### config.mk
export PLATFORM = sky130hd
export DESIGN_NAME = mini_alu_core
export DESIGN_NICKNAME = d
export VERILOG_FILES = /design/src/rtl/mini_alu_pkg.sv /design/src/rtl/mini_alu_ret_stack.sv /design/src/rtl/mini_alu_core.sv
export SDC_FILE = /design/constraint.sdc
export NUM_CORES = 1
export LEC_CHECK = 0
export ABC_CLOCK_PERIOD_IN_PS = 7900
export BUFFER_PORTS_ARGS = -buffer_cell sky130_fd_sc_hd__clkbuf_2
export CELL_PAD_IN_SITES_DETAIL_PLACEMENT = 1
export CELL_PAD_IN_SITES_GLOBAL_PLACEMENT = 1
export CORE_MARGIN = 4
export CORE_UTILIZATION = 50
export CTS_BUF_LIST = sky130_fd_sc_hd__clkbuf_8 sky130_fd_sc_hd__clkbuf_16
export CTS_CLUSTER_DIAMETER = 100
export DETAILED_ROUTE_END_ITERATION = 12
export GPL_TIMING_DRIVEN = 1
export HOLD_SLACK_MARGIN = 0.15
export PLACE_DENSITY_LB_ADDON = 0.08
export SYNTH_ARGS = -nofsm -noshare
export SYNTH_HDL_FRONTEND = slang
export SYNTH_SLANG_ARGS = --single-unit
### constraint.sdc
create_clock -name Clock -period 7.9 [get_ports Clock]
set_clock_uncertainty 0.15 [all_clocks]
set_input_delay 0.395 -clock Clock [delete_from_list [all_inputs] [get_ports Clock]]
set_output_delay 0.395 -clock Clock [all_outputs]
set_load 0.005 [all_outputs]
### src/rtl/mini_alu_pkg.sv
// Shared definitions for the mini_alu_core datapath: opcodes, instruction
// field layout and the decoded instruction payload.
package mini_alu_pkg;

  localparam int unsigned INSTR_W  = 28;
  localparam int unsigned OP_W     = 4;
  localparam int unsigned FIELD_W  = 8;

  localparam int unsigned OP_LSB   = 24;
  localparam int unsigned DST_LSB  = 16;
  localparam int unsigned SRC1_LSB = 8;
  localparam int unsigned SRC0_LSB = 0;

  localparam logic [OP_W-1:0] OP_NOP  = 4'd0;
  localparam logic [OP_W-1:0] OP_STO  = 4'd1;
  localparam logic [OP_W-1:0] OP_ADD  = 4'd2;
  localparam logic [OP_W-1:0] OP_SUB  = 4'd3;
  localparam logic [OP_W-1:0] OP_INC  = 4'd4;
  localparam logic [OP_W-1:0] OP_BLE  = 4'd5;
  localparam logic [OP_W-1:0] OP_BGE  = 4'd6;
  localparam logic [OP_W-1:0] OP_JMP  = 4'd7;
  localparam logic [OP_W-1:0] OP_CALL = 4'd8;
  localparam logic [OP_W-1:0] OP_RET  = 4'd9;
  localparam logic [OP_W-1:0] OP_VGA  = 4'd10;
  localparam logic [OP_W-1:0] OP_MUL  = 4'd11;

  typedef struct packed {
    logic [OP_W-1:0]    op;
    logic [FIELD_W-1:0] dst;
    logic [FIELD_W-1:0] src1;
    logic [FIELD_W-1:0] src0;
  } instr_t;

  localparam instr_t INSTR_NOP = '0;

  // Split a raw ROM word into its fields
  function automatic instr_t decode_instr(logic [INSTR_W-1:0] raw);
    instr_t d;
    d.op   = raw[OP_LSB   +: OP_W];
    d.dst  = raw[DST_LSB  +: FIELD_W];
    d.src1 = raw[SRC1_LSB +: FIELD_W];
    d.src0 = raw[SRC0_LSB +: FIELD_W];
    return d;
  endfunction

endpackage

### src/rtl/mini_alu_ret_stack.sv
// Hardware return-address stack. Push and pop are expected to be qualified
// by the caller against full/empty; top is the most recently pushed entry.
module mini_alu_ret_stack #(
  parameter int unsigned ADDR_WIDTH  = 16,
  parameter int unsigned STACK_DEPTH = 4
) (
  input  logic                  clk,
  input  logic                  rst,
  input  logic                  push,
  input  logic                  pop,
  input  logic [ADDR_WIDTH-1:0] push_addr,
  output logic [ADDR_WIDTH-1:0] top_addr,
  output logic                  full,
  output logic                  empty
);

  localparam int unsigned PTR_W = $clog2(STACK_DEPTH);

  logic [PTR_W:0]          sp;
  logic [ADDR_WIDTH-1:0]   mem [STACK_DEPTH];
  logic [PTR_W-1:0]        top_idx;

  assign full     = (sp == (PTR_W+1)'(STACK_DEPTH));
  assign empty    = (sp == '0);
  assign top_idx  = PTR_W'(sp - (PTR_W+1)'(1));
  assign top_addr = mem[top_idx];

  // Stack pointer: counts live entries
  always_ff @(posedge clk) begin
    if (rst) begin
      sp <= '0;
    end else if (push) begin
      sp <= sp + (PTR_W+1)'(1);
    end else if (pop) begin
      sp <= sp - (PTR_W+1)'(1);
    end
  end

  // Entry storage; contents beyond sp are don't-care so no reset needed
  always_ff @(posedge clk) begin
    if (push) begin
      mem[PTR_W'(sp)] <= push_addr;
    end
  end

endmodule

### src/rtl/mini_alu_core.sv
// Two-stage MiniAlu datapath: fetch register (IR/execIP) feeding an execute
// stage with register file, return stack and a valid/ready VGA write port.
// Optional MUL opcode is enabled by defining MINI_ALU_MUL_EN.
module mini_alu_core
  import mini_alu_pkg::*;
#(
  parameter int unsigned DATA_WIDTH  = 16,
  parameter int unsigned ADDR_WIDTH  = 16,
  parameter int unsigned REG_COUNT   = 16,
  parameter int unsigned STACK_DEPTH = 4
) (
  input  logic                  Clock,
  input  logic                  Reset,
  output logic [ADDR_WIDTH-1:0] oIP,
  input  logic [27:0]           iInstruction,
  output logic                  oVgaValid,
  input  logic                  iVgaReady,
  output logic [15:0]           oVgaAddr,
  output logic [2:0]            oVgaColor,
  output logic                  oStackError,
  input  logic [7:0]            iDbgAddr,
  output logic [DATA_WIDTH-1:0] oDbgData
);

  localparam int unsigned REG_AW = $clog2(REG_COUNT);

  instr_t                ir;
  instr_t                ir_next;
  logic [ADDR_WIDTH-1:0] exec_ip;
  logic [ADDR_WIDTH-1:0] ip_next;
  logic [ADDR_WIDTH-1:0] target;
  logic [ADDR_WIDTH-1:0] ret_addr;
  logic [DATA_WIDTH-1:0] regs [REG_COUNT];
  logic [DATA_WIDTH-1:0] src1_data;
  logic [DATA_WIDTH-1:0] src0_data;
  logic [DATA_WIDTH-1:0] wr_data;
  logic [REG_AW-1:0]     src1_idx;
  logic [REG_AW-1:0]     src0_idx;
  logic [REG_AW-1:0]     dst_idx;
  logic                  wr_en;
  logic                  taken;
  logic                  stall;
  logic                  push;
  logic                  pop;
  logic                  stack_full;
  logic                  stack_empty;
  logic                  stack_fault;
  logic                  unused_bits;

  assign src1_idx  = REG_AW'(ir.src1);
  assign src0_idx  = REG_AW'(ir.src0);
  assign dst_idx   = REG_AW'(ir.dst);
  assign src1_data = regs[src1_idx];
  assign src0_data = regs[src0_idx];
  assign oDbgData  = regs[REG_AW'(iDbgAddr)];

  // Pixel request is a direct decode of the held instruction register
  assign oVgaValid = (ir.op == OP_VGA);
  assign stall     = oVgaValid && !iVgaReady;
  assign oVgaAddr  = {8'(src1_data), 8'(src0_data)};
  assign oVgaColor = ir.dst[2:0];

  // Bits deliberately dropped by the narrowing casts above
  assign unused_bits = ^{iDbgAddr, src1_data, src0_data};

  // Execute-stage decode plus next fetch state
  always_comb begin
    wr_en       = 1'b0;
    wr_data     = '0;
    taken       = 1'b0;
    push        = 1'b0;
    pop         = 1'b0;
    stack_fault = 1'b0;
    target      = ADDR_WIDTH'(ir.dst);
    case (ir.op)
      OP_STO: begin
        wr_en   = 1'b1;
        wr_data = DATA_WIDTH'({ir.src1, ir.src0});
      end
      OP_ADD: begin
        wr_en   = 1'b1;
        wr_data = src1_data + src0_data;
      end
      OP_SUB: begin
        wr_en   = 1'b1;
        wr_data = src1_data - src0_data;
      end
      OP_INC: begin
        wr_en   = 1'b1;
        wr_data = src1_data + DATA_WIDTH'(1);
      end
`ifdef MINI_ALU_MUL_EN
      OP_MUL: begin
        wr_en   = 1'b1;
        wr_data = DATA_WIDTH'(src1_data * src0_data);
      end
`else
      OP_MUL: ;
`endif
      OP_BLE: taken = (src1_data <= src0_data);
      OP_BGE: taken = (src1_data >= src0_data);
      OP_JMP: taken = 1'b1;
      OP_CALL: begin
        taken       = 1'b1;
        push        = !stack_full;
        stack_fault = stack_full;
      end
      OP_RET: begin
        if (stack_empty) begin
          stack_fault = 1'b1;
        end else begin
          taken  = 1'b1;
          pop    = 1'b1;
          target = ret_addr;
        end
      end
      default: ;
    endcase

    ip_next = oIP + ADDR_WIDTH'(1);
    ir_next = decode_instr(iInstruction);
    if (taken) begin
      ip_next = target;
      ir_next = INSTR_NOP;
    end
  end

  // Fetch/decode pipeline registers; frozen while a pixel write waits
  always_ff @(posedge Clock) begin
    if (Reset) begin
      oIP     <= '0;
      ir      <= INSTR_NOP;
      exec_ip <= '0;
    end else if (!stall) begin
      oIP     <= ip_next;
      ir      <= ir_next;
      exec_ip <= oIP;
    end
  end

  // Register file write port
  always_ff @(posedge Clock) begin
    if (Reset) begin
      for (int unsigned i = 0; i < REG_COUNT; i++) begin
        regs[i] <= '0;
      end
    end else if (wr_en && !stall) begin
      regs[dst_idx] <= wr_data;
    end
  end

  // Sticky overflow/underflow flag
  always_ff @(posedge Clock) begin
    if (Reset) begin
      oStackError <= 1'b0;
    end else if (stack_fault && !stall) begin
      oStackError <= 1'b1;
    end
  end

  mini_alu_ret_stack #(
    .ADDR_WIDTH  (ADDR_WIDTH),
    .STACK_DEPTH (STACK_DEPTH)
  ) u_ret_stack (
    .clk       (Clock),
    .rst       (Reset),
    .push      (push && !stall),
    .pop       (pop && !stall),
    .push_addr (exec_ip + ADDR_WIDTH'(1)),
    .top_addr  (ret_addr),
    .full      (stack_full),
    .empty     (stack_empty)
  );

endmodule
[After elaboration in Yosys (flattened, before gate mapping)]
Memories as Yosys holds them, arrays and structs flattened. A register that Yosys moved wholly into a read port is not among the register bits.
Cells that the tools add are included.
W data, S select, Z words.
Word-level totals
  bits in registers: 64
  latch bits: 0
  memory bits (writable): 320
  memory bits (read-only): 0
  input port bits: 39
  word-level logic and storage cells: 71
  memories kept: 2
Memory list
  regs: depth 16, bits a word 16, rd ports 3, clocked after memory_dff 2, write ports 16, line mini_alu_core.sv:33  | logic [DATA_WIDTH-1:0] regs [REG_COUNT];
  u_ret_stack.mem: depth 4, bits a word 16, rd ports 1, clocked after memory_dff 0, write ports 1, line mini_alu_ret_stack.sv:20  | logic [ADDR_WIDTH-1:0] mem [STACK_DEPTH];
Cells by class
  $add $sub $neg: 7
  $mul: 0
  div/mod/pow operators: 0
  $lt $le $gt $ge: 2
  equal/unequal tests: 11
  shifts and indexed selects: 0
  mux-type cells: 28
  bitwise logic cells: 0
  reduce and logical (&&, ||, !) cells: 13
Operator list (count)
  $mux W16: 4
  $pmux W16 S4: 1
  $add A16 B1 Y16 const B: 3
  $mux W28: 1
  $mux W4: 5
  $add A16 B16 Y16: 1
  $eq A4 B3 Y1 const B: 4
  $ge A16 B16 Y1: 1
  $le A16 B16 Y1: 1
  $reduce_or A16 Y1: 1
  $sub A16 B16 Y16: 1
  $mux W1: 13
  $eq A4 B4 Y1 const B: 3
  $eq A4 B2 Y1 const B: 2
  $mux W3: 2
  $logic_and A1 B1 Y1: 5
  $eq A4 B1 Y1 const B: 1
  $pmux W1 S4: 1
  $reduce_or A4 Y1: 1
  $add A3 B1 Y3 const B: 1
  $eq A3 B3 Y1 const B: 1
  $logic_not A1 Y1: 3
  $logic_not A3 Y1: 1
  $sub A3 B1 Y3 const B: 1
  other kinds (3): 3

[Depth between registers and ports, before layout]
Gate-level depths: netlist of run 1.
  depth in word-level cells: 9
  mapped depth: 17
  depth with buffers taken out: 14

[By module]
From an unflattened synthesis of run 1, not the netlist that was laid out.
Second synthesis, totals
  cells, all modules: 1741
  area total of the unflattened synthesis: 22985.8 µm²
By module, submodules not included
  mini_alu_core: instances 1, cells an instance 1629, area an instance 20390.8 µm², seq. area each 9068.7 µm²
  mini_alu_ret_stack: instances 1, cells an instance 112, area an instance 2595.0 µm², seq. area each 1981.9 µm²

[Least setup slack after synthesis of run 1]
OpenSTA, ideal clock, no wires.
  path kind: reg2reg
  start: reg with a tool-made name
  end: mem regs[10][14], data pin
  setup time: 266 ps
  data arrival time: 4579 ps
  required time: 7484 ps
  slack: 2905 ps
  cell stages (with the launch flop): 18
  buffers on the path: 3
  period minus slack after synthesis: 4995 ps
  cells stage by stage: dfxtp_1 clkbuf_1 buf_1 mux4_2 mux4_1 or2_2 ha_1 inv_1 fa_1 nor2b_1 o211ai_1 a21o_1 a31oi_1 a31oi_1 xnor2_1 a222oi_1 buf_2 nor2_1
RTL lines (line)
  to (decl): mini_alu_core.sv:33

==> flow_summary.yaml, run 1 <==
clocking:
  path_clk_slew_ns: 0.06
  clock-sinks: 392
  htree_levels: 2
  clk_latency_ns: 0.59
  clockBufferDepth: 3
  cts-buffers-inserted: 44
  cts-root-buf: "clkbuf_16"
  cts_tree: "yes"
placement:
  dp_hpwl_mm: 47.7
  place_worst_setup_slack_ns: 2.22
  place_congestion: 0.838
  port_buffers: 87
  placed_area_mm2: 0.0232
final_layout:
  layout_commonest_cell: "edfxtp_1"
  drive_gt1_share_pct: 27.3
  fin_util_pct: 57.9
  syn2layout_area_growth_pct: 13.7
  nets: 1831
  mostFrequentLayoutCells: "edfxtp_1, nor2_1, mux4_2"
  final_area_mm2: 0.0251
critical_path:
  crit_arrival_ns: 6.37
  critPathMaxFanout: 44
  cp-end-kind: "flop"
  start_kind: "flop"
  crit_chain: "buf_4 > mux4_2 > mux4_2 > inv_1 > ha_1 > a21oi_1 > o21ai_0 > o311ai_0 > nand3_1 > nor2_2 > buf_4 > nand3_1 > a21oi_1 > dlygate4sd3_1"
  r2r_setup_slack_ns: 1.88
  required_ns: 8.25
  crit_buf_inv: 4
  path_delay_family: "buffers and inverters"
  worstSetupPathType: "flop to flop"
  slowest_delay_ns: 0.95
  cpMaxStageDelayCell: "dfxtp_2"
floorplan:
  std_cell_rows: 76
  die_w_um: 218
  dieHeight_um: 218
  start_util_pct: 50.9
  ios: 92
  dieArea_mm2: 0.0476
  core-area_mm2: 0.0434
grt:
  grt_pass1_wl_mm: 111
  grt_usage_pct: 32.1
  grt_max_degree: 65
  antenna_found_initial: 3
  gr-total-overflow: 0
  first_global_vias: 16600
logic_synthesis:
  syn_area_mm2: 0.0221
  synth-edff-count: 320
  syn_nets: 1734
  async_reset_ff_share_pct: 0
  netlist-cell-type-count: 70
  yosysTopAreaCellShare_pct: 43.5
  yosys-top-cells-area: "edfxtp_1, mux4_2, dfxtp_1"
  synthCells: 1654
  yosys.area.top_type: "edfxtp_1"
  syn_area_per_cell_um2: 13.4
  synth_flop_cell: "edfxtp_1"
  ys_ff_latch: 392
  yosysSeqAreaShare_pct: 50.0
  yosys_warnings: 0
sta:
  timing.final.crit_share_pct: 76.2
  maxSlewViolCount: 0
  min_period_ns: 6.02
  hold_viol: 0
  worst_slack_ns: 1.88
  setup_tns_ns: 0
  worst_pin_slew_ns: 1.33
  holdWs_ns: 0.320
  finalSetupViolations: 0
  fmax_mhz: 166
  relSlewSlack_pct: 11.5
  rsz0062_at_grt: "false"
routing:
  viasPerCell: 6.70
  final_antenna_net_count: 0
  dr.pass1.iters: 5
  drt_iter0_drc: 2030
  finalWirelength_mm: 75.4
  vias: 15900
  wl_per_cell_um: 31.8
  remaining_drc_errors: 0
hold_path:
  hold_class: "flop to flop"
pwr:
  powerDensity_mw_per_mm2: 237
  vdd_drop_max_uv: 194
  leakagePower_nw: 8.64
outcome:
  outcome: "finished clean"
flow_run:
  drv_cap: 0
## final cells by class
cell class | instances | area, um2
multi-input cells | 1093 | 10400
clock buffers | 48 | 1170
fillers | 4251 | 18200
well taps | 585 | 732
inverters | 35 | 131
repair buffers | 185 | 1310
diodes | 4 | 10.0
clock inverters | 33 | 317
flip-flops and latches | 392 | 11100
## path summary, 6_finish.rpt
| check | cells after the start | endpoint | from |
|---|---|---|---|
| hold / removal | 2 | ir[20] | ir[20] |
| hold reg to reg | 2 | ir[20] | ir[20] |
| setup reg to reg | 14 | flop | flop |
| setup / recovery | 14 | flop | flop |
## cell families after synthesis
family                   synth area share [%]
multiplexers                             26.7
XOR/XNOR                                 1.71
AO/OA/AOI/OAI                            5.70
AND/OR/NAND/NOR                          10.5
flip-flops                               50.0
adder cells (fa/ha/maj)                  2.39
buffers and inverters                    3.03
## cell usage after synthesis, types with 5 or more instances
library cell  number
edfxtp_1         320
nor2_1           288
mux4_2           247
nand2_1          121
a21oi_1           92
clkbuf_1          90
dfxtp_1           72
nand3_1           50
ha_1              39
inv_1             34
buf_1             32
xnor2_1           25
o21ai_0           23
xor2_1            18
nor3_1            17
a31oi_1           11
nor2b_1           11
and2_1            10
and3_1            10
a22oi_1            9
mux4_1             8
a21o_1             7
nand2b_1           7
nor4_1             7
o21a_1             7
a222oi_1           6
buf_2              6
mux2i_1            6
mux2_2             5
o22ai_1            5
or2_2              5
## timing repair
action / CTS / global route
resized for setup: 0 / 0
buffers inserted: 0 / 0
hold buffers: 39 / 0
endpoints found under the hold margin: 36 / 0
## worst reg2reg max path, stage by stage, from the launching register on
cell,delay (ns)
dfxtp_2,0.95
buf_4,0.67
mux4_2,0.45
mux4_2,0.49
inv_1,0.11
ha_1,0.30
a21oi_1,0.25
o21ai_0,0.19
o311ai_0,0.42
nand3_1,0.33
nor2_2,0.16
buf_4,0.44
nand3_1,0.20
a21oi_1,0.24
dlygate4sd3_1,0.61
## sequential cells by signal, indices dropped and copies added (netlist names), named ones only
signal	count
ir	24
regs	256
dst_idx	1
exec_ip	16
u_ret_stack.mem	64
oVgaColor	3
oStackError	1
oIP	16
u_ret_stack.sp	3
## stage by stage
stage,cells,total power [mW]
after floorplan,1654,3.36
after global placement,2251,3.80
after detailed placement,2251,3.83
after CTS,2371,5.96
after global routing,2375,6.18
final,2375,5.96
## routing by layer
layer,vias up,wire length [um],GRT usage (%)
met2,859,36000,51.5
met1,8264,29300,44.0
li1,6618,-,-
met3,165,7200,6.44
met4,0,2880,11.7
met5,-,0,0
## power by group
part / internal (mW) / switching (mW) / total [mW] / leakage (nW)
combinational: 0.585 / 0.819 / 1.40 / 4.06
clock: 1.26 / 0.863 / 2.12 / 0.764
sequential: 2.32 / 0.109 / 2.43 / 3.81
Note: power is estimated with default switching activity, not from simulation.
==> run 2: changes to the inputs <==
--- a/config.mk
+++ b/config.mk
@@ -5,12 +5,12 @@
 export SDC_FILE = /design/constraint.sdc
 export NUM_CORES = 1
 export LEC_CHECK = 0
-export ABC_CLOCK_PERIOD_IN_PS = 7900
+export ABC_CLOCK_PERIOD_IN_PS = 5450
 export BUFFER_PORTS_ARGS = -buffer_cell sky130_fd_sc_hd__clkbuf_2
 export CELL_PAD_IN_SITES_DETAIL_PLACEMENT = 1
 export CELL_PAD_IN_SITES_GLOBAL_PLACEMENT = 1
 export CORE_MARGIN = 4
-export CORE_UTILIZATION = 50
+export CORE_UTILIZATION = 47
 export CTS_BUF_LIST = sky130_fd_sc_hd__clkbuf_8 sky130_fd_sc_hd__clkbuf_16
 export CTS_CLUSTER_DIAMETER = 100
 export DETAILED_ROUTE_END_ITERATION = 12
==> constraint.sdc (replaced) <==
create_clock -name Clock -period 5.45 [get_ports Clock]
set_clock_uncertainty 0.15 [all_clocks]
set_input_delay 0.2725 -clock Clock [delete_from_list [all_inputs] [get_ports Clock]]
set_output_delay 0.2725 -clock Clock [all_outputs]
set_load 0.005 [all_outputs]
==> run 2 against run 1 <==
Effect of this change:
- total power up 46%
- critical path depth down 1
- maximum frequency up 15%
- via count up 2.1%
- count of clock-buffer cells in the layout down 3
- non-clock buffer count up 51
- setup slack worse by 1.7 ns
- sequential share of layout area down 0.84 points
- wire length up 2.3%
- critical path type unchanged
- final cell count up 3.1%
- combinational power up 55%
- sequential power up 44%
==> flow_summary.yaml, run 2 (synthesis gave the netlist of run 1 again) <==
pwr:
  vdd_drop_max_uv: 312
  leakagePower_nw: 8.90
  clkPwrFrac_pct: 35.0
  swShare_pct: 30.8
  powerDensity_mw_per_mm2: 340
  combPwrFrac_pct: 24.9
  p_int_mw: 6.03
  p_sw_mw: 2.69
  seqPwrFrac_pct: 40.1
hold_path:
  holdPathEnd: "ir[22]"
  min_from: "ir[22]"
  hold_class: "flop to flop"
  hold-path-cell-count: 2
floorplan:
  ios: 92
  std_cell_rows: 79
  die_w_um: 225
  dieArea_mm2: 0.0505
  start_util_pct: 47.5
  dieHeight_um: 225
  core-area_mm2: 0.0465
final_layout:
  top_regs: "regs (256), u_ret_stack.mem (64), ir (24)"
  layout_commonest_cell: "edfxtp_1"
  drive_gt1_share_pct: 29.5
  nets: 1883
  mostFrequentLayoutCells: "edfxtp_1, nor2_1, mux4_2"
  largest_reg_flops: 256
  syn2layout_area_growth_pct: 16.0
  nFillCells: 4616
  regMostFlops: "regs"
sta:
  min_period_ns: 5.25
  relSlewSlack_pct: 20.4
  timing.final.crit_share_pct: 96.3
  holdWs_ns: 0.306
  worst_pin_slew_ns: 1.19
  rsz0062_at_grt: "false"
  hold_viol: 0
  fmax_mhz: 190
  setup_tns_ns: 0
  maxSlewViolCount: 0
  finalSetupViolations: 0
clocking:
  htree_levels: 2
  path_clk_slew_ns: 0.06
  clockBufferDepth: 3
  cts-root-buf: "clkbuf_16"
  cts_tree: "yes"
  cts-buffers-inserted: 45
  clock-sinks: 392
  clk_latency_ns: 0.60
grt:
  antenna_found_initial: 1
  grt_usage_pct: 30.6
  grt_pass1_wl_mm: 113
  grt_max_degree: 52
  first_global_vias: 16800
  gr-total-overflow: 0
flow_run:
  drv_cap: 0
routing:
  wl_per_cell_um: 31.5
  vias: 16200
  viasPerCell: 6.63
  dr.pass1.iters: 6
  final_antenna_net_count: 0
  finalWirelength_mm: 77.2
  drt_iter0_drc: 1738
  remaining_drc_errors: 0
outcome:
  outcome: "finished clean"
critical_path:
  r2r_setup_slack_ns: 0.20
  start_kind: "flop"
  crit_arrival_ns: 5.41
  required_ns: 5.61
  critPathMaxFanout: 16
  cp-end-kind: "flop"
  worstSetupPathType: "flop to flop"
  reg2reg_depth: 13
  rr_endpoint: "regs[0][15]"
placement:
  place_congestion: 0.881
  port_buffers: 87
  dp_hpwl_mm: 51.0
## run 2: cell count changes in the layout (fill, tap and decap cells not counted), moves of 5 or more
| cell | before | now |
|---|---|---|
| buf_12 | 3 | 10 |
| inv_1 | 43 | 38 |
| buf_4 | 57 | 98 |
| clkinv_2 | 9 | 14 |
## run 2: worst max-delay path, cell delays in order, from the launching register on
cell,delay (ns)
dfxtp_2,0.70
buf_12,0.25
mux4_2,0.31
mux4_2,0.59
ha_1,0.39
a21oi_1,0.46
o21ai_1,0.33
o211ai_1,0.37
a21oi_1,0.16
a211oi_1,0.35
xnor2_1,0.11
a222oi_1,0.31
buf_4,0.34
nor2_1,0.08
## run 2: cell type report
class	count	area, um2	area share, %
multi-input combinational	1093	10400	40.6
antenna	1	2.50	0.00977
tap	607	759	2.97
inverter	35	131	0.513
clock inverter	39	338	1.32
clock buffer	45	1130	4.40
sequential	392	11100	43.2
timing repair buffer	236	1790	6.98
## run 2: timing repair
item	in CTS	in global routing
setup endpoints to repair	16	61
hold buffers	42	0
gates cloned	0	0
pin swaps	0	3
resized for setup	0	3
setup buffers	3	4
endpoints found under the hold margin	37	0
## run 2: through the flow
step	setup slack [ns]	power [mW]	std cells	instance area [um2]	util, %
finish	0.200	8.72	2448	25600	55.1
floorplan	0.455	4.87	1654	22100	-
CTS	0.0850	8.74	2443	25600	55.0
detailed placement	0.00553	5.65	2314	23600	50.9
global placement	0.0772	5.60	2314	23600	50.9
global route	0.0672	9.07	2448	25600	55.1
## run 2: worst max-delay path by stage
stage	from	end	slack [ns]	depth (start not counted)
2_1_floorplan	flop	regs[10][14]	0.45	17
3_3_place_gp	flop	regs[7][15]	0.08	13
3_5_place_dp	flop	regs[8][15]	0.006	13
4_1_cts	flop	ir[13]	0.09	15
5_1_grt	flop	ir[27]	0.07	17
6_report	flop	regs[0][15]	0.20	13
## run 2: metal layers
layer / vias to the layer above / wire (um) / global-route usage, %
met2: 862 / 36200 / 48.3
met3: 163 / 7170 / 6.50
met1: 8487 / 30600 / 42.4
met4: 0 / 3190 / 11.6
li1: 6723 / - / -
met5: - / 0 / 0
## run 2: power by group through the flow
| stage | registers, mW | clock network (mW) | logic [mW] |
|---|---|---|---|
| 6_report | 3.49 | 3.05 | 2.17 |
| 5_1_grt | 3.50 | 3.24 | 2.32 |
| 4_1_cts | 3.49 | 3.10 | 2.14 |
| 3_5_place_dp | 3.56 | 0 | 2.09 |
| 3_3_place_gp | 3.55 | 0 | 2.04 |
| 2_1_floorplan | 3.48 | 0 | 1.39 |
==> run 3: changes to the inputs <==
--- a/config.mk
+++ b/config.mk
@@ -16,7 +16,8 @@
 export DETAILED_ROUTE_END_ITERATION = 12
 export GPL_TIMING_DRIVEN = 1
 export HOLD_SLACK_MARGIN = 0.15
-export PLACE_DENSITY_LB_ADDON = 0.08
+export PLACE_DENSITY_LB_ADDON = 0.12
 export SYNTH_ARGS = -nofsm -noshare
 export SYNTH_HDL_FRONTEND = slang
+export SYNTH_HIERARCHICAL = 1
 export SYNTH_SLANG_ARGS = --single-unit
==> run 3 against run 2 <==
Effect of this change:
- via count increased by 6.6%
- global-route usage about the same
- sequential power about the same
- largest cell class is now multi-input gates
- wire length increased by 4.7%
- die area increased by 3.9%
- count of clock-buffer cells in the layout increased by 10
- core utilization about the same
- register-to-register slack improved by 0.11 ns
- flip-flop and latch count unchanged
==> flow_summary.yaml, run 3 <==
placement:
  numPlacedInstances: 2407
  port_buffers: 87
  dp_hpwl_mm: 54.6
  place_congestion: 0.895
sta:
  min_period_ns: 5.14
  holdWs_ns: 0.281
  timing.final.crit_share_pct: 94.3
  relSlewSlack_pct: 15.6
  fmax_mhz: 195
  maxSlewViolCount: 0
  worst_pin_slew_ns: 1.26
  setup_tns_ns: 0
  rsz0062_at_grt: "false"
  finalSetupViolations: 0
  hold_viol: 0
final_layout:
  fin_util_pct: 55.1
  top_regs: "regs (256), u_ret_stack/mem (64), ir (24)"
  syn2layout_area_growth_pct: 15.2
  diodes: 0
  layout_commonest_cell: "edfxtp_1"
  largest_reg_flops: 256
  drive_gt1_share_pct: 29.6
  finalNonFillerCells: 2526
  nets: 1954
  mostFrequentLayoutCells: "edfxtp_1, mux4_2, nor2_1"
  regMostFlops: "regs"
logic_synthesis:
  syn_area_per_cell_um2: 13.2
  synthAdderAreaFrac_pct: 2.30
  synth-edff-count: 320
  synthCells: 1741
  yosys.area.top_type: "edfxtp_1"
  ys_ff_latch: 392
  synth_top_family_by_area: "multiplexers"
  syn_nets: 1821
  yosys-top-cells-area: "edfxtp_1, mux4_2, dfxtp_1"
  yosysSeqAreaShare_pct: 48.1
  muxShareOfSynthArea_pct: 25.6
  synth_xor_area_share_pct: 1.18
  syn_area_mm2: 0.0230
  yosysTopAreaCellShare_pct: 41.8
  ys_top_cells_by_count: "edfxtp_1, mux4_2, nor2_1"
  async_reset_ff_share_pct: 0
  netlist-cell-type-count: 73
  synth_compound_gate_area_share_pct: 8.94
  yosys_warnings: 6
  synth_flop_cell: "edfxtp_1"
  yosysMostFrequentCell: "edfxtp_1"
  yosys.area_share.simple_pct: 10.6
routing:
  viasPerCell: 6.85
  finalWirelength_mm: 80.8
  drt_iter0_drc: 2021
  wl_per_cell_um: 32.0
  vias: 17300
  final_antenna_net_count: 0
  remaining_drc_errors: 0
  dr.pass1.iters: 7
floorplan:
  die_w_um: 229
  dieHeight_um: 229
  ios: 92
  dieArea_mm2: 0.0525
  std_cell_rows: 80
  start_util_pct: 47.8
  core-area_mm2: 0.0480
critical_path:
  required_ns: 5.58
  start_kind: "flop"
  cp-end-kind: "flop"
  crit_arrival_ns: 5.27
  worstSetupPathType: "flop to flop"
  reg2reg_depth: 15
  r2r_setup_slack_ns: 0.31
  critPathMaxFanout: 16
  rr_endpoint: "regs[5][15]"
hold_path:
  hold_class: "input pin to flop"
  hold-path-cell-count: 3
  min_from: "iInstruction[4]"
  holdPathEnd: "ir[4]"
outcome:
  outcome: "finished clean"
clocking:
  cts-buffers-inserted: 46
  cts_tree: "yes"
  clk_latency_ns: 0.60
  clock-sinks: 392
  clockBufferDepth: 3
  path_clk_slew_ns: 0.06
  htree_levels: 2
  cts-root-buf: "clkbuf_16"
pwr:
  combPwrFrac_pct: 27.3
  vdd_drop_max_uv: 232
  leakagePower_nw: 9.12
  powerDensity_mw_per_mm2: 345
  p_sw_mw: 2.93
  seqPwrFrac_pct: 38.6
  p_int_mw: 6.20
  swShare_pct: 32.1
  clkPwrFrac_pct: 34.1
grt:
  grt_usage_pct: 30.6
  grt_pass1_wl_mm: 120
  gr-total-overflow: 0
  antenna_found_initial: 0
  first_global_vias: 18100
  grt_max_degree: 65
flow_run:
  drv_cap: 0
[run 3: cell types whose count changed in the layout (fill, tap and decap cells not counted), moves of 9 or more]
cell           delta
or4_1            +10
a22o_1           +24
or3_1             +9
nand2_1          -18
a21oi_1          +37
a21oi_2           +9
o21ai_0          +13
nor2_1           -78
dlygate4sd3_1    -12
[run 3: worst max-delay path, cell delays in order (launching register included)]
cell       delay [ns]
dfxtp_4          0.49
buf_12           0.22
buf_4            0.26
mux4_2           0.55
mux4_2           0.53
inv_1            0.10
nor2_1           0.05
ha_1             0.35
a2111oi_0        0.42
o21ai_1          0.25
a2111oi_2        0.40
buf_4            0.18
nor4_1           0.06
or3_4            0.38
nand3_4          0.27
a21oi_1          0.14
[run 3: cell families after synthesis]
| logic type | Yosys count |
|---|---|
| AOI/OAI and AO/OA | 314 |
| buffers and inverters | 182 |
| and+or+nand+nor | 515 |
| DFF | 392 |
| adders and majority gates | 41 |
| xor gates and xnor gates | 31 |
| muxes | 266 |
[run 3: metal layers]
metal  global-route usage (%)  part of all wire (%)  vias to the layer above
met3                     5.84                   8.3                      203
met1                     38.2                    37                     9004
met5                        0                     0                        -
met4                     11.8                   4.1                        0
met2                     53.1                    51                      910
li1                         -                     -                     7193
[run 3: through the flow]
stage	area [um2]	setup WS, ns	power [mW]
finish	26500	0.313	9.13
global route	26500	0.167	9.48
floorplan	23000	0.568	5.10
detailed placement	24600	0.0619	5.99
global placement	24600	0.161	5.92
CTS	26400	0.00862	9.12
[run 3: worst max path at each step]
stage | startpoint | to | cells past startpoint
2_1_floorplan | flop | regs[10][9] | 15
3_3_place_gp | flop | ir[14] | 13
3_5_place_dp | flop | ir[21] | 13
4_1_cts | flop | ir[12] | 13
5_1_grt | flop | regs[5][15] | 15
6_report | flop | regs[5][15] | 15
[run 3: power by group through the flow]
stage / registers, mW / clock network, mW / logic, mW
after floorplan: 3.49 / 0 / 1.61
after global placement: 3.56 / 0 / 2.36
after detailed placement: 3.58 / 0 / 2.41
after CTS: 3.52 / 3.16 / 2.45
after global routing: 3.54 / 3.29 / 2.65
final: 3.52 / 3.12 / 2.49
[run 3: layout make-up]
class | count | area, um2
Sequential cell | 392 | 11100
Timing Repair Buffer | 230 | 1710
Clock inverter | 30 | 210
Clock buffer | 55 | 1310
Multi-Input combinational cell | 1167 | 11300
Tap cell | 615 | 769
Fill cell | 4734 | 21600
Inverter | 37 | 139
[run 3: repair_timing]
item | CTS | global route
hold endpoints to repair | 53 | 0
setup buffers | 0 | 4
resized for setup | 0 | 3
endpoints found under the setup margin | 0 | 47
hold buffers | 30 | 0
